$ cat src/rtl/dnn_run_cycle_counter.sv
// Free-running cycle counter that timestamps accelerator runs between an accepted
// start and the matching done, and reports per-run length and a completed-run tally.
module dnn_run_cycle_counter #(
  parameter int CNT_W     = 64,
  parameter int RUN_CNT_W = 16
) (
  input  logic                 clk,
  input  logic                 rst,
  input  logic                 increment,
  input  logic                 start,
  input  logic                 done,
  output logic [CNT_W-1:0]     count,
  output logic                 busy,
  output logic [CNT_W-1:0]     start_cycle,
  output logic [CNT_W-1:0]     end_cycle,
  output logic [CNT_W-1:0]     total_cycles,
  output logic                 done_pulse,
  output logic [RUN_CNT_W-1:0] run_count,
  output logic                 wrapped
);

  typedef enum logic {
    IDLE = 1'b0,
    RUN  = 1'b1
  } state_t;

  state_t               state_q, state_d;
  logic [CNT_W-1:0]     count_q, count_d;
  logic                 wrapped_q, wrapped_d;
  logic [CNT_W-1:0]     startCycle_q, startCycle_d;
  logic [CNT_W-1:0]     endCycle_q, endCycle_d;
  logic [CNT_W-1:0]     totalCycles_q, totalCycles_d;
  logic [RUN_CNT_W-1:0] runCount_q, runCount_d;
  logic                 donePulse_q, donePulse_d;

  // The counter free-runs regardless of FSM state; wrap is detected on the all-ones value.
  always_comb begin
    count_d   = count_q;
    wrapped_d = wrapped_q;
    if (increment) begin
      count_d   = count_q + CNT_W'(1);
      wrapped_d = wrapped_q | (&count_q);
    end
  end

  // Captures use the pre-increment count of the accepting cycle, so subtraction
  // modulo 2^CNT_W gives the right length even across a wrap.
  always_comb begin
    state_d       = state_q;
    startCycle_d  = startCycle_q;
    endCycle_d    = endCycle_q;
    totalCycles_d = totalCycles_q;
    runCount_d    = runCount_q;
    donePulse_d   = 1'b0;
    case (state_q)
      IDLE: begin
        if (start) begin
          state_d      = RUN;
          startCycle_d = count_q;
        end
      end
      RUN: begin
        if (done) begin
          state_d       = IDLE;
          endCycle_d    = count_q;
          totalCycles_d = count_q - startCycle_q;
          runCount_d    = runCount_q + RUN_CNT_W'(1);
          donePulse_d   = 1'b1;
        end
      end
      default: state_d = IDLE;
    endcase
  end

  always_ff @(posedge clk) begin
    if (rst) begin
      state_q       <= IDLE;
      count_q       <= '0;
      wrapped_q     <= 1'b0;
      startCycle_q  <= '0;
      endCycle_q    <= '0;
      totalCycles_q <= '0;
      runCount_q    <= '0;
      donePulse_q   <= 1'b0;
    end else begin
      state_q       <= state_d;
      count_q       <= count_d;
      wrapped_q     <= wrapped_d;
      startCycle_q  <= startCycle_d;
      endCycle_q    <= endCycle_d;
      totalCycles_q <= totalCycles_d;
      runCount_q    <= runCount_d;
      donePulse_q   <= donePulse_d;
    end
  end

  assign count        = count_q;
  assign busy         = (state_q == RUN);
  assign start_cycle  = startCycle_q;
  assign end_cycle    = endCycle_q;
  assign total_cycles = totalCycles_q;
  assign done_pulse   = donePulse_q;
  assign run_count    = runCount_q;
  assign wrapped      = wrapped_q;

endmodule

$ cat config.mk
export PLATFORM = sky130hd
export DESIGN_NAME = dnn_run_cycle_counter
export DESIGN_NICKNAME = d
export VERILOG_FILES = /design/src/rtl/dnn_run_cycle_counter.sv
export SDC_FILE = /design/constraint.sdc
export NUM_CORES = 1
export LEC_CHECK = 0
export ABC_AREA = 1
export BUFFER_PORTS_ARGS = -buffer_cell sky130_fd_sc_hd__buf_4
export CAP_MARGIN = 30
export CORE_MARGIN = 5
export CORE_UTILIZATION = 35
export CTS_CLUSTER_DIAMETER = 100
export CTS_CLUSTER_SIZE = 12
export DETAILED_ROUTE_END_ITERATION = 8
export GPL_TIMING_DRIVEN = 0
export PLACE_DENSITY = 0.58
export SLEW_MARGIN = 30
export SYNTH_ARGS = -nofsm -noshare
export SYNTH_HDL_FRONTEND = slang
export SYNTH_SLANG_ARGS = --single-unit
$ cat constraint.sdc
create_clock -name clk -period 5.9 [get_ports clk]
set_input_delay 0.885 -clock clk [delete_from_list [all_inputs] [get_ports clk]]
set_output_delay 0.885 -clock clk [all_outputs]
set_load 0.03 [all_outputs]
* After elaboration in Yosys (flattened, before gate mapping)
Cells that the tools add are included.
** Storage, ports and cells
- Input port bits :: 5
- Word-level logic and storage cells :: 21
- Register bits after elaboration :: 275
- Output and inout bits :: 275
** Cells by class
- Reduce and logical (&&, ||, !) cells :: 4
- Muxes and demuxes :: 4
- $add $sub $neg :: 3
- Bitwise operators :: 2
** Operators by type and width (count)
- 64-bit by 1-bit adder with 64-bit output, second input constant :: 1
- 64-bit AND reduction :: 1
- 64-bit subtractor :: 1
- 16-bit by 1-bit adder with 16-bit output, second input constant :: 1
- 2-bit AND reduction :: 2
- 1-bit 2-to-1 mux :: 3
- 1-bit one-hot mux with 2 select lines :: 1
- 2-bit OR reduction :: 1
- 1-bit inverter :: 1
- 1-bit bitwise OR :: 1

* Depth between registers and ports, before layout
- Depth in word-level cells :: 2
- Gate-level depth with buffers :: 17
- Gate-level depth less buffers :: 17

* Least setup slack after synthesis
Ideal clock, no wire load.
- Path type :: register to register
- From :: register count_q[0] (netlist: count[0])
- To :: register totalCycles_q[60] (netlist: total_cycles[60])
- Required time :: 5786 ps
- Period minus slack after synthesis :: 2391 ps
- Slack :: 3509 ps
- Path buffers :: 0
- Arrival time :: 2277 ps
- Setup time :: 114 ps
- Cell stages (with the launch flop) :: 18
- Cells stage by stage :: dfxtp_1 > inv_1 > ha_1 > fa_1 > inv_1 > nand3_1 > nand2_1 > nand2_1 > nand2_1 > nand2_1 > nand2_1 > nand2_1 > nand2_1 > nand2_1 > nand2_1 > nand2_1 > nand3_1 > nand2_1
** Between the ends
- Longest elaborated chain between the ends :: 1
** Ends and longest elaborated chain
- start, declared :: RTL line 28 : logic [CNT_W-1:0] count_q, count_d;
- start signal, assigned :: RTL line 87 : count_q <= count_d;
- 64-bit subtractor :: RTL line 66 : totalCycles_d = count_q - startCycle_q;
- end signal, assigned :: RTL line 91 : totalCycles_q <= totalCycles_d;
- end, declared :: RTL line 32 : logic [CNT_W-1:0] totalCycles_q, totalCycles_d;
No other way between the ends.
A chain may end at the register's enable or synchronous reset.

* Worst setup path in the final report
- From :: register state_q (netlist: busy)
- To :: register totalCycles_q[31] (netlist: total_cycles[31])
** Between the ends
- Longest elaborated chain between the ends :: 1
** Ends and longest elaborated chain
- start, declared :: RTL line 27 : state_t state_q, state_d;
- start signal, assigned :: RTL line 86 : state_q <= state_d;
- 2-bit AND reduction (no source line)
No other way between the ends.

==> summary.md <==
| Metric | Value |
|---|---|
| Run status | finished, final reports clean |
| Final-layout worst hold slack | 0.452 ns |
| Total count of max-transition violations in the final report | 0 |
| Largest fanout on the critical path | 10 |
| Most common cell in the netlist | nand2_1 |
| Data required time of the critical path | 6.40 ns |
| DP Wirelength | 58400 µm |
| Worst max-slew margin expressed relative to the limit | 33.1% |
| Clock Skew | 0.0246 ns |
| Post-cts hold buffer count | 0 |
| Antenna diodes | 0 |
| Share of async-settable or async-resettable flops after synthesis | 0% |
| Floorplan die area | 51400 µm² |
| Overall track demand over capacity in global routing | 26.4% |
| Number of cells on the worst hold path | 2 |
| Number of search-and-repair iterations in the first detailed-routing pass | 6 |
| Maximum number of pins on one net before global-route repair | 13 |
| Timing-limited maximum frequency | 347 MHz |
| Max Cap Viol | 0 |
| Skew-Pair Late Insertion Delay | 0.58 ns |
| Area contributors post-synth | dfxtp_1 (33%), nand2_1 (20%), inv_1 (12%), o21ai_0 (6.2%), a21oi_1 (5.6%) |
| Power density relative to cell area | 218 nW/µm² |
| Post-cts sizing count | 0 |
| Worst hold path type | reg2reg |
| RSZ-0062 raised after global routing | no |
| Reg-to-reg slack, setup | 3.01 ns |
| Most area-hungry cell type in the Yosys netlist | dfxtp_1 |
| Buffers on Ports | 277 |
| Area growth from synthesis to layout | 21.4% |
| CTS tree | built |
| Setup TNS | 0 ns |
| Type of element capturing the critical path | flip-flop |
| Path depth of the worst reg2reg path | 7 |
| Last weighted congestion value of the routability-driven placer | 0.961 |
| Clock-pin slew on the worst setup and hold paths | 0.06 ns |
| Die Span X | 227 µm |
| CTS buffer count | 26 |
| Num Clock Sinks | 275 |
| Total Nets Final | 3071 |
| Synth Net Count | 2766 |
| Maximum single-stage delay on the critical path | 0.72 ns |
| Wire length of the first global-routing pass | 103000 µm |
| Critical path launch point type | flip-flop |
| Via density | 4.99 |
| Stages on the worst setup path | 7 |
| Critical R2R Launch | busy$_SDFF_PP0_ |
| Initial antenna violation count | 0 |
| Starting DRC count in detailed routing | 1543 |
| Fin. Hold Viols | 0 |
| Number of top-level pins | 280 |
| Initial Util | 35.3% |
| Data arrival at the endpoint of the critical path | 3.39 ns |
| Cell chosen for the clock root | clkbuf_16 |
| Synthesis-stage register bit count | 275 |
| Minimum clock period after layout | 2.89 ns |
| Number of enable-type register cells in the synthesized netlist | 0 |
| Ys Warns | 0 |
| FF-to-FF End | total_cycles[31]$_SDFFE_PP0P_ |
| Number of global-route vias before repair | 16700 |
| Average footprint of a synthesized cell | 6.10 µm² |
| Top cells by instance count after synthesis | nand2_1 (878), inv_1 (511), dfxtp_1 (275) |
| Total leakage power | 9.97 nW |
| Antenna-violating nets left | 0 |
| Top flip-flop cell by instance count after synthesis | dfxtp_1 |
| Portion of synthesized cell area occupied by the leading cell type | 33.5% |
| Total via count after detailed routing | 18000 |
| Wire per inst | 19.6 µm |
| Final worst-path cycle share | 48.9% |
| Setup-violating endpoint count in the final report | 0 |
| Count of distinct cell types in the synthesized netlist | 39 |
| Max stage delay cell, worst path | clkinv_1 |
| Most common cell type on the critical path | nand2_1 |
| Clk buf depth | 3 |
| Least-Margin Pin Slew | 1.00 ns |
| Kind of cell adding the most delay to the critical path | buffers and inverters |
| Site row count | 79 |
| Beginning of the critical path | busy$_SDFF_PP0_ |
| Number of buffer and inverter stages on the critical path | 2 |
| Count of placed standard cells including taps | 3579 |
| Maximum VDD drop | 199 µV |
| Core area | 46600 µm² |
| Fraction of final layout cells sized beyond drive strength 1 | 12.4% |
| End of the critical path | total_cycles[31]$_SDFFE_PP0P_ |
| Residual overflow from global routing | 0 |
| Level count of the clock H-tree | 1 |
| Synthesized area | 16400 µm² |
| Worst Path Class, Setup | reg2reg |
| Total Wirelength | 70700 µm |
| Number of DRC violations after detailed routing | 0 |
| Post-layout instance count excluding filler cells | 3607 |
| Sequence of cells on the critical path | nand2_1 -> nor2_1 -> clkinv_1 -> clkbuf_1 -> a21oi_1 -> o21ai_0 -> nand2_1 |
| Fraction of the yosys area taken by sequential cells | 33.5% |
| Post-CTS Setup Repair Bufs | 0 |
| Die Ht | 227 µm |
| Post-Syn Instances | 2695 |
-- report_power, final --
part | internal (mW) | switching (mW)
combinational | 0.234 | 0.606
sequential | 1.92 | 0.0587
clock | 0.800 | 0.731
-- sequential cells by signal, indices dropped and copies added (netlist names) --
signal        count
count            64
end_cycle        64
start_cycle      64
total_cycles     64
run_count        16
busy              1
done_pulse        1
wrapped           1
-- stage by stage --
| stage | total power, mW | util, % | cell area, µm² | setup WS (ns) |
|---|---|---|---|---|
| floorplan | 2.54 | - | 16400 | 3.51 |
| global placement | 2.85 | 41.4 | 19300 | 2.43 |
| detailed placement | 2.86 | 41.4 | 19300 | 2.42 |
| CTS | 4.38 | 42.9 | 20000 | 2.96 |
| global route | 4.54 | 42.9 | 20000 | 2.84 |
| finish | 4.35 | 42.9 | 20000 | 3.01 |
-- worst min-delay path, cell delays in order, from the launching register on --
cell and delay, ns:
dfxtp_1 0.31, nand2_1 0.06, nand2_1 0.04
-- metal layers --
| layer | track usage (%) | share of wire [%] |
|---|---|---|
| met5 | 0 | 0 |
| met1 | 37.2 | 45 |
| met4 | 7.82 | 3.2 |
| met2 | 42.7 | 45 |
| met3 | 3.22 | 6.8 |
-- kinds of logic after synthesis --
logic type / synth area share [%]
compound gates: 12.7
buf+inv: 13.3
flops: 33.5
fa+ha+maj: 5.07
xor+xnor: 0.852
simple gates: 34.7
-- area by class of cell --
class,count,area [µm²]
fill,5049,26600
clock buffer,28,679
buffer,58,224
tap,607,759
timing repair buffer,277,2080
multi-input combinational,1841,8760
sequential,275,5510
inverter,521,1960
-- layout by cell type, fill, tap and decap left out, types with 5 or more instances in the layout --
| master | instances |
|---|---|
| a21oi_1 | 185 |
| a32o_1 | 5 |
| buf_1 | 8 |
| buf_4 | 278 |
| clkbuf_1 | 48 |
| clkbuf_16 | 27 |
| dfxtp_1 | 275 |
| ha_1 | 65 |
| inv_1 | 511 |
| inv_2 | 9 |
| nand2_1 | 878 |
| nand2_2 | 8 |
| nand3_1 | 120 |
| nand3_2 | 5 |
| nand3b_1 | 6 |
| nand4_1 | 33 |
| nor2_1 | 196 |
| nor2_2 | 12 |
| nor2_4 | 6 |
| nor3_1 | 50 |
| nor3_2 | 10 |
| nor4_1 | 12 |
| o21a_1 | 6 |
| o21ai_0 | 204 |
| or2_2 | 7 |
| xor2_1 | 16 |
-- worst min-delay path by stage --
stage | from | endpoint | slack [ns]
2_1_floorplan | run_count[12]$_SDFFE_PP0P_ | run_count[12]$_SDFFE_PP0P_ | 0.58
3_3_place_gp | total_cycles[36]$_SDFFE_PP0P_ | total_cycles[36]$_SDFFE_PP0P_ | 0.44
3_5_place_dp | total_cycles[54]$_SDFFE_PP0P_ | total_cycles[54]$_SDFFE_PP0P_ | 0.44
4_1_cts | total_cycles[54]$_SDFFE_PP0P_ | total_cycles[54]$_SDFFE_PP0P_ | 0.46
5_1_grt | total_cycles[52]$_SDFFE_PP0P_ | total_cycles[52]$_SDFFE_PP0P_ | 0.47
6_report | total_cycles[54]$_SDFFE_PP0P_ | total_cycles[54]$_SDFFE_PP0P_ | 0.45
No activity file was read; power rests on OpenSTA's default activity.
